## config.mk

```make
export PLATFORM = sky130hd
export DESIGN_NAME = risc_v_mem_arbiter_flat
export DESIGN_NICKNAME = d
export VERILOG_FILES = /design/src/rtl/risc_v_pkg.sv /design/src/rtl/risc_v_mem_arbiter_if.sv /design/src/rtl/risc_v_store_align.sv /design/src/rtl/risc_v_mem_arbiter.sv /design/src/flat_wrapper.sv
export SDC_FILE = /design/constraint.sdc
export NUM_CORES = 1
export LEC_CHECK = 0
export ABC_AREA = 1
export BUFFER_PORTS_ARGS = -buffer_cell sky130_fd_sc_hd__buf_2
export CORE_MARGIN = 2
export CORE_UTILIZATION = 53
export CTS_BUF_LIST = sky130_fd_sc_hd__clkbuf_8
export DETAILED_ROUTE_END_ITERATION = 10
export PLACE_DENSITY = 0.91
export SLEW_MARGIN = 10
export SYNTH_ARGS = -nofsm -noshare
export SYNTH_HDL_FRONTEND = slang
export SYNTH_SLANG_ARGS = --single-unit
```

## constraint.sdc

```tcl
create_clock -name clk -period 3.4 [get_ports clk]
set_clock_uncertainty 0.15 [all_clocks]
set_input_delay 0.68 -clock clk [delete_from_list [all_inputs] [get_ports clk]]
set_output_delay 0.68 -clock clk [all_outputs]
set_load 0.02 [all_outputs]
```

## src/rtl/risc_v_pkg.sv

```systemverilog
// Shared constants for the RISC-V memory arbiter: FSM encoding, store size
// codes and grant identifiers.
package risc_v_pkg;

  localparam logic [1:0] S_IDLE  = 2'd0;
  localparam logic [1:0] S_FETCH = 2'd1;
  localparam logic [1:0] S_DATA  = 2'd2;
  localparam logic [1:0] S_RESP  = 2'd3;

  localparam logic [2:0] SZ_BYTE = 3'd1;
  localparam logic [2:0] SZ_HALF = 3'd3;
  localparam logic [2:0] SZ_WORD = 3'd7;

  localparam logic GNT_FETCH = 1'b0;
  localparam logic GNT_DATA  = 1'b1;

endpackage

```

## src/rtl/risc_v_mem_arbiter_if.sv

```systemverilog
// Bus bundle between core requesters, the arbiter and the shared memory.
interface risc_v_mem_arbiter_if #(parameter int WORD_LENGTH = 32);

  logic                   if_req;
  logic [WORD_LENGTH-1:0] if_addr;
  logic                   if_valid;
  logic [WORD_LENGTH-1:0] if_rdata;
  logic                   if_err;
  logic                   mem_read_en;
  logic [2:0]             mem_write_en;
  logic [WORD_LENGTH-1:0] d_addr;
  logic [WORD_LENGTH-1:0] d_wdata;
  logic                   d_valid;
  logic [WORD_LENGTH-1:0] d_rdata;
  logic                   d_err;
  logic                   stall;
  logic                   mem_req;
  logic                   mem_we;
  logic [3:0]             mem_be;
  logic [WORD_LENGTH-1:0] mem_addr;
  logic [WORD_LENGTH-1:0] mem_wdata;
  logic                   mem_ready;
  logic [WORD_LENGTH-1:0] mem_rdata;

  modport slave (
    input  if_req, if_addr, mem_read_en, mem_write_en, d_addr, d_wdata,
           mem_ready, mem_rdata,
    output if_valid, if_rdata, if_err, d_valid, d_rdata, d_err, stall,
           mem_req, mem_we, mem_be, mem_addr, mem_wdata
  );

  modport master (
    output if_req, if_addr, mem_read_en, mem_write_en, d_addr, d_wdata,
           mem_ready, mem_rdata,
    input  if_valid, if_rdata, if_err, d_valid, d_rdata, d_err, stall,
           mem_req, mem_we, mem_be, mem_addr, mem_wdata
  );

endinterface

```

## src/rtl/risc_v_store_align.sv

```systemverilog
// Store size decode: byte enables, lane-replicated write data and misalignment.
module risc_v_store_align
  import risc_v_pkg::*;
(
  input  logic [2:0]  size_i,
  input  logic [1:0]  addr_lo_i,
  input  logic [31:0] wdata_i,
  output logic [3:0]  be_o,
  output logic [31:0] wdata_o,
  output logic        misaligned_o
);

  always_comb begin
    be_o         = 4'b0000;
    wdata_o      = wdata_i;
    misaligned_o = 1'b0;
    case (size_i)
      SZ_BYTE: begin
        be_o    = 4'b0001 << addr_lo_i;
        wdata_o = {4{wdata_i[7:0]}};
      end
      SZ_HALF: begin
        be_o         = 4'b0011 << addr_lo_i;
        wdata_o      = {2{wdata_i[15:0]}};
        misaligned_o = addr_lo_i[0];
      end
      SZ_WORD: begin
        be_o         = 4'b1111;
        misaligned_o = |addr_lo_i;
      end
      default: be_o = 4'b0000;
    endcase
  end

endmodule

```

## src/rtl/risc_v_mem_arbiter.sv

```systemverilog
// Shares one single-port memory between instruction fetch and load/store,
// with alternating priority and a wait-state watchdog.
//   state | meaning
//   IDLE  | no access in flight, arbitrate pending requests
//   FETCH | fetch access on the memory bus, waiting for mem_ready
//   DATA  | load/store access on the memory bus, waiting for mem_ready
//   RESP  | one-cycle valid pulse to the granted requester
module risc_v_mem_arbiter
  import risc_v_pkg::*;
#(
  parameter int WORD_LENGTH    = 32,
  parameter int TIMEOUT_CYCLES = 64,
  parameter int CNT_W          = 7
) (
  input  logic                   clk,
  input  logic                   rst_n,
  risc_v_mem_arbiter_if.slave    bus
);

  logic [1:0]             state_q, state_d;
  logic                   last_grant_q, last_grant_d;
  logic                   grant_q, grant_d;
  logic [CNT_W-1:0]       cnt_q, cnt_d;
  logic                   mem_req_q, mem_req_d;
  logic                   we_q, we_d;
  logic [3:0]             be_q, be_d;
  logic [WORD_LENGTH-1:0] addr_q, addr_d;
  logic [WORD_LENGTH-1:0] wdata_q, wdata_d;
  logic [WORD_LENGTH-1:0] rdata_q, rdata_d;
  logic                   err_q, err_d;

  logic                   is_store, d_req, pick_data;
  logic [3:0]             al_be;
  logic [31:0]            al_wdata;
  logic                   al_mis;
  logic [CNT_W-1:0]       cnt_inc;

  risc_v_store_align u_align (
    .size_i       (bus.mem_write_en),
    .addr_lo_i    (bus.d_addr[1:0]),
    .wdata_i      (bus.d_wdata),
    .be_o         (al_be),
    .wdata_o      (al_wdata),
    .misaligned_o (al_mis)
  );

  assign is_store  = bus.mem_write_en != 3'd0;
  assign d_req     = bus.mem_read_en | is_store;
  assign pick_data = d_req & (~bus.if_req | (last_grant_q == GNT_FETCH));
  assign cnt_inc   = cnt_q + CNT_W'(1);

  always_comb begin
    state_d      = state_q;
    last_grant_d = last_grant_q;
    grant_d      = grant_q;
    cnt_d        = cnt_q;
    mem_req_d    = mem_req_q;
    we_d         = we_q;
    be_d         = be_q;
    addr_d       = addr_q;
    wdata_d      = wdata_q;
    rdata_d      = rdata_q;
    err_d        = err_q;
    case (state_q)
      S_IDLE: begin
        if (pick_data) begin
          grant_d = GNT_DATA;
          if (is_store && al_mis) begin
            // misaligned stores are answered without touching memory
            state_d = S_RESP;
            err_d   = 1'b1;
            rdata_d = '0;
          end else begin
            state_d      = S_DATA;
            last_grant_d = GNT_DATA;
            mem_req_d    = 1'b1;
            addr_d       = {bus.d_addr[WORD_LENGTH-1:2], 2'b00};
            we_d         = is_store;
            be_d         = is_store ? al_be : 4'b1111;
            wdata_d      = is_store ? al_wdata : '0;
            err_d        = 1'b0;
            cnt_d        = '0;
          end
        end else if (bus.if_req) begin
          state_d      = S_FETCH;
          grant_d      = GNT_FETCH;
          last_grant_d = GNT_FETCH;
          mem_req_d    = 1'b1;
          addr_d       = bus.if_addr;
          we_d         = 1'b0;
          be_d         = 4'b1111;
          wdata_d      = '0;
          err_d        = 1'b0;
          cnt_d        = '0;
        end
      end
      S_FETCH, S_DATA: begin
        if (bus.mem_ready) begin
          state_d   = S_RESP;
          mem_req_d = 1'b0;
          rdata_d   = bus.mem_rdata;
          err_d     = 1'b0;
        end else if (cnt_inc == CNT_W'(TIMEOUT_CYCLES)) begin
          state_d   = S_RESP;
          mem_req_d = 1'b0;
          rdata_d   = '0;
          err_d     = 1'b1;
        end else begin
          cnt_d = cnt_inc;
        end
      end
      S_RESP: begin
        state_d = S_IDLE;
        cnt_d   = '0;
      end
      default: state_d = S_IDLE;
    endcase
  end

  always_ff @(posedge clk) begin
    if (!rst_n) begin
      state_q      <= S_IDLE;
      last_grant_q <= GNT_FETCH;
      grant_q      <= GNT_FETCH;
      cnt_q        <= '0;
      mem_req_q    <= 1'b0;
      we_q         <= 1'b0;
      be_q         <= 4'b0000;
      addr_q       <= '0;
      wdata_q      <= '0;
      rdata_q      <= '0;
      err_q        <= 1'b0;
    end else begin
      state_q      <= state_d;
      last_grant_q <= last_grant_d;
      grant_q      <= grant_d;
      cnt_q        <= cnt_d;
      mem_req_q    <= mem_req_d;
      we_q         <= we_d;
      be_q         <= be_d;
      addr_q       <= addr_d;
      wdata_q      <= wdata_d;
      rdata_q      <= rdata_d;
      err_q        <= err_d;
    end
  end

  assign bus.if_valid  = (state_q == S_RESP) && (grant_q == GNT_FETCH);
  assign bus.d_valid   = (state_q == S_RESP) && (grant_q == GNT_DATA);
  assign bus.if_rdata  = bus.if_valid ? rdata_q : '0;
  assign bus.d_rdata   = bus.d_valid ? rdata_q : '0;
  assign bus.if_err    = bus.if_valid & err_q;
  assign bus.d_err     = bus.d_valid & err_q;
  assign bus.stall     = (bus.if_req & ~bus.if_valid) | (d_req & ~bus.d_valid);
  assign bus.mem_req   = mem_req_q;
  assign bus.mem_we    = mem_req_q & we_q;
  assign bus.mem_be    = be_q;
  assign bus.mem_addr  = addr_q;
  assign bus.mem_wdata = wdata_q;

endmodule

```

## src/flat_wrapper.sv

```systemverilog
// flat-port wrapper written by rule: the top's interface ports become plain ports
module risc_v_mem_arbiter_flat import risc_v_pkg::*;
#(
  parameter int WORD_LENGTH    = 32,
  parameter int TIMEOUT_CYCLES = 64,
  parameter int CNT_W          = 7
)
  (clk, rst_n, bus_if_req, bus_if_addr, bus_mem_read_en, bus_mem_write_en, bus_d_addr, bus_d_wdata, bus_mem_ready, bus_mem_rdata, bus_if_valid, bus_if_rdata, bus_if_err, bus_d_valid, bus_d_rdata, bus_d_err, bus_stall, bus_mem_req, bus_mem_we, bus_mem_be, bus_mem_addr, bus_mem_wdata);
  risc_v_mem_arbiter_if #(.WORD_LENGTH(WORD_LENGTH)) bus_i ();
  input  logic clk;
  input  logic rst_n;
  input wire logic [$bits(bus_i.if_req)-1:0] bus_if_req;
  input wire logic [$bits(bus_i.if_addr)-1:0] bus_if_addr;
  input wire logic [$bits(bus_i.mem_read_en)-1:0] bus_mem_read_en;
  input wire logic [$bits(bus_i.mem_write_en)-1:0] bus_mem_write_en;
  input wire logic [$bits(bus_i.d_addr)-1:0] bus_d_addr;
  input wire logic [$bits(bus_i.d_wdata)-1:0] bus_d_wdata;
  input wire logic [$bits(bus_i.mem_ready)-1:0] bus_mem_ready;
  input wire logic [$bits(bus_i.mem_rdata)-1:0] bus_mem_rdata;
  output wire logic [$bits(bus_i.if_valid)-1:0] bus_if_valid;
  output wire logic [$bits(bus_i.if_rdata)-1:0] bus_if_rdata;
  output wire logic [$bits(bus_i.if_err)-1:0] bus_if_err;
  output wire logic [$bits(bus_i.d_valid)-1:0] bus_d_valid;
  output wire logic [$bits(bus_i.d_rdata)-1:0] bus_d_rdata;
  output wire logic [$bits(bus_i.d_err)-1:0] bus_d_err;
  output wire logic [$bits(bus_i.stall)-1:0] bus_stall;
  output wire logic [$bits(bus_i.mem_req)-1:0] bus_mem_req;
  output wire logic [$bits(bus_i.mem_we)-1:0] bus_mem_we;
  output wire logic [$bits(bus_i.mem_be)-1:0] bus_mem_be;
  output wire logic [$bits(bus_i.mem_addr)-1:0] bus_mem_addr;
  output wire logic [$bits(bus_i.mem_wdata)-1:0] bus_mem_wdata;
  assign bus_i.if_req = bus_if_req;
  assign bus_i.if_addr = bus_if_addr;
  assign bus_i.mem_read_en = bus_mem_read_en;
  assign bus_i.mem_write_en = bus_mem_write_en;
  assign bus_i.d_addr = bus_d_addr;
  assign bus_i.d_wdata = bus_d_wdata;
  assign bus_i.mem_ready = bus_mem_ready;
  assign bus_i.mem_rdata = bus_mem_rdata;
  assign bus_if_valid = bus_i.if_valid;
  assign bus_if_rdata = bus_i.if_rdata;
  assign bus_if_err = bus_i.if_err;
  assign bus_d_valid = bus_i.d_valid;
  assign bus_d_rdata = bus_i.d_rdata;
  assign bus_d_err = bus_i.d_err;
  assign bus_stall = bus_i.stall;
  assign bus_mem_req = bus_i.mem_req;
  assign bus_mem_we = bus_i.mem_we;
  assign bus_mem_be = bus_i.mem_be;
  assign bus_mem_addr = bus_i.mem_addr;
  assign bus_mem_wdata = bus_i.mem_wdata;
  risc_v_mem_arbiter #(.WORD_LENGTH(WORD_LENGTH), .TIMEOUT_CYCLES(TIMEOUT_CYCLES), .CNT_W(CNT_W)) u_core (.clk(clk), .rst_n(rst_n), .bus(bus_i));
endmodule
```

==> summary.md <==
| Metric | Value |
|---|---|
| Status | `complete, no violations` |
| YS warnings | `0` |
| Mean Syn Cell Area | `6.30 sq um` |
| Die ar. | `12,600 sq um` |
| Max Cap Violations | `0` |
| Hold crit path type | `reg2reg` |
| P&R area growth vs syn | `28.3%` |
| Share of cells above drive strength 1 | `0.291` |
| Distinct cells, synth | `32` |
| Mapped Area | `6190 sq um` |
| Critical path startpoint category | `register` |
| Internal power | `3470 uW` |
| Most frequent cell after synthesis | `nand2_1` |
| LEAKAGE | `0.00426 uW` |
| Clock group share of total power | `0.217` |
| Initial antenna violation count | `2` |
| Clk Latency, worst-skew pair | `0.42 ns` |
| Slowest cell on the critical path | `nand2_1` |
| CP Capture Type | `output port` |
| Comb pwr share | `0.459` |
| DRC errors left | `0` |
| Synth top area share | `0.368` |
| Crit path max fanout | `19` |
| Fmax | `0.337 GHz` |
| CTS resizes | `0` |
| Post-synth ARST share | `0` |
| Largest area contributor in the netlist | `dfxtp_1` |
| Post-placement cell count | `1,353` |
| DR WL/cell | `13.1 microns` |
| Register area share after synthesis | `0.368` |
| Layout Utilization | `0.696` |
| Final non-filler cell total | `1,386` |
| Syn_nets | `1,124` |
| Worst vdd ir | `0.418 mV` |
| Post-CTS Setup Repair Bufs | `0` |
| Max-slew violations | `0` |
| Clock-pin slew on the worst setup and hold paths | `0.07 ns` |
| Synth cell count leaders | `nand2_1, nor2_1, dfxtp_1` |
| DR vias | `7,093` |
| FF+latch count, synth | `114` |
| CP Buf/Inv Count | `2` |
| RSZ-0062 raised after global routing | `no` |
| Final Hold Viols | `0` |
| Area contributors post-synth | `dfxtp_1, nand2_1, nor2_1` |
| Crit share post-route | `0.873` |
| Worst Path Required | `2.57 ns` |
| Num CTS Buffers | `17` |
| Global-route wire length before repair | `29,400 microns` |
| Relative slew slack | `0.471` |
| Pre-CTS setup slack | `0.572 ns` |
| Vias per inst | `5.12` |
| Nets | `1,369` |
| Initial DRT Pass Iterations | `6` |
| Worst Tran Pin Value | `0.791 ns` |
| NetSw | `2770 uW` |
| Post-synth EDFFs | `0` |
| Critical path class | `reg2out` |
| Final setup TNS | `0 ns` |
| Post-Synthesis Cells | `984` |
| Total gr overflow | `0` |
| Initial DRC count | `634` |
| CTS hold repair buffers | `0` |
| CTS sink count | `114` |
| Delay-heaviest family, CP | `buffers and inverters` |
| GPL Wtd Cong | `0.922` |
| TritonCTS clock tree | `built` |
| H-tree depth | `4` |
| Largest net degree at the start of global routing | `44` |
| Total core area | `11,400 sq um` |
| FP Rows | `39` |
| Reg power frac | `0.324` |
| IO buf count | `274` |
| Setup violations, final | `0` |
| Die Ht | `112 microns` |
| IO Count | `275` |
| Sw Ratio | `0.443` |
| Die width | `112 microns` |
| CP cell instances | `ha_1 -> nand2_1 -> buf_4 -> nor2_1 -> buf_2` |
| Min setup slack post-route | `0.433 ns` |
| Crit-path max cell delay | `0.41 ns` |
| Ys flop type | `dfxtp_1` |
| Root Buffer | `clkbuf_8` |
| Antenna Nets Post-Route | `0` |
| Initial core utilization | `0.543` |
| CP arrival | `2.14 ns` |
| Pwr Density | `785 nW/um^2` |
| Total Wirelength | `18,200 microns` |
| Fin Hold WS | `0.311 ns` |
| Final period demand of the worst path | `2.97 ns` |
| Vias in the first global route | `6,232` |
| HPWL after DPL | `13,000 microns` |
| Total track usage | `0.283` |
| CTS max path bufs | `2` |
metal layers:
layer / track usage / wire length, microns
met1: 0.346 / 7300
met2: 0.470 / 8580
met3: 0.0713 / 1610
met4: 0.133 / 693
met5: 0 / 11
layout make-up:
cell class | instances | area, sq um
antenna | 1 | 2.50
clock buffer | 18 | 248
clock inverter | 14 | 179
fill | 986 | 3470
inverter | 94 | 354
multi-input combinational | 714 | 3220
sequential | 114 | 2280
tap | 143 | 179
timing repair buffer | 288 | 1480
worst reg2reg max path, delay by kind of cell (launching register included):
kind	cells	cell delay (ns)
AND/OR/NAND/NOR	5	1.03
flip-flops	1	0.40
adder cells (fa/ha/maj)	1	0.42
buffers and inverters	3	0.32
final timing paths:
check / slack [ns] / from / cells past startpoint / end
worst min register to register: 0.31 / u_core.bus.mem_addr[25] / 2 / u_core.bus.mem_addr[25]
worst max-delay path: 0.43 / u_core.state_q[1] / 5 / bus_d_rdata[0]
worst max register to register: 1.02 / u_core.state_q[1] / 9 / u_core.rdata_q[1]
worst min-delay path: 0.31 / u_core.bus.mem_addr[25] / 2 / u_core.bus.mem_addr[25]
power by group through the flow:
stage	sequential, uW	combinational [uW]	clock [uW]
floorplan	2280	1950	0
global placement	2030	2760	0
detailed placement	2040	2840	0
CTS	2020	2850	1370
global route	2070	3210	1440
finish	2020	2870	1350
logic make-up after synthesis:
| family | Yosys count | share of synthesized area |
|---|---|---|
| simple gates | 599 | 0.414 |
| buf+inv | 156 | 0.111 |
| flops | 114 | 0.368 |
| compound gates | 110 | 0.0974 |
| fa+ha+maj | 4 | 0.00808 |
| xor+xnor | 1 | 0.00141 |
state kept, by name, summed over array words and instances, names as in the netlist:
register / cells
u_core.rdata_q: 32
u_core.bus.mem_req: 1
u_core.bus.mem_wdata: 32
u_core.bus.mem_addr: 32
u_core.cnt_q: 7
u_core.last_grant_q: 1
u_core.we_q: 1
u_core.bus.mem_be: 4
u_core.grant_q: 1
u_core.err_q: 1
u_core.state_q: 2
through the flow:
step	total power (uW)	instance area, sq um
6_report	6240	7950
2_1_floorplan	4230	6190
3_5_place_dp	4880	7520
3_3_place_gp	4790	7520
4_1_cts	6240	7940
5_1_grt	6730	7950
cells in the final DEF (no fill, tap or decap), drive strengths merged:
| cell | synthesis | final |
|---|---|---|
| nand4 | 34 | 34 |
| xnor2 | 1 | 1 |
| inv | 90 | 93 |
| diode | 0 | 1 |
| o21bai | 2 | 2 |
| bufinv | 0 | 3 |
| ha | 4 | 4 |
| and3b | 1 | 1 |
| nand2 | 359 | 359 |
| clkinvlp | 0 | 3 |
| buf | 40 | 288 |
| dfxtp | 114 | 114 |
| clkbuf | 22 | 18 |
| o21a | 1 | 1 |
| nand3b | 17 | 17 |
| nor3 | 2 | 2 |
| a21oi | 80 | 80 |
| nand3 | 54 | 54 |
| o21ai | 27 | 27 |
| nor2 | 132 | 132 |
| clkinv | 4 | 9 |
Power figures use the tool's default switching activity.
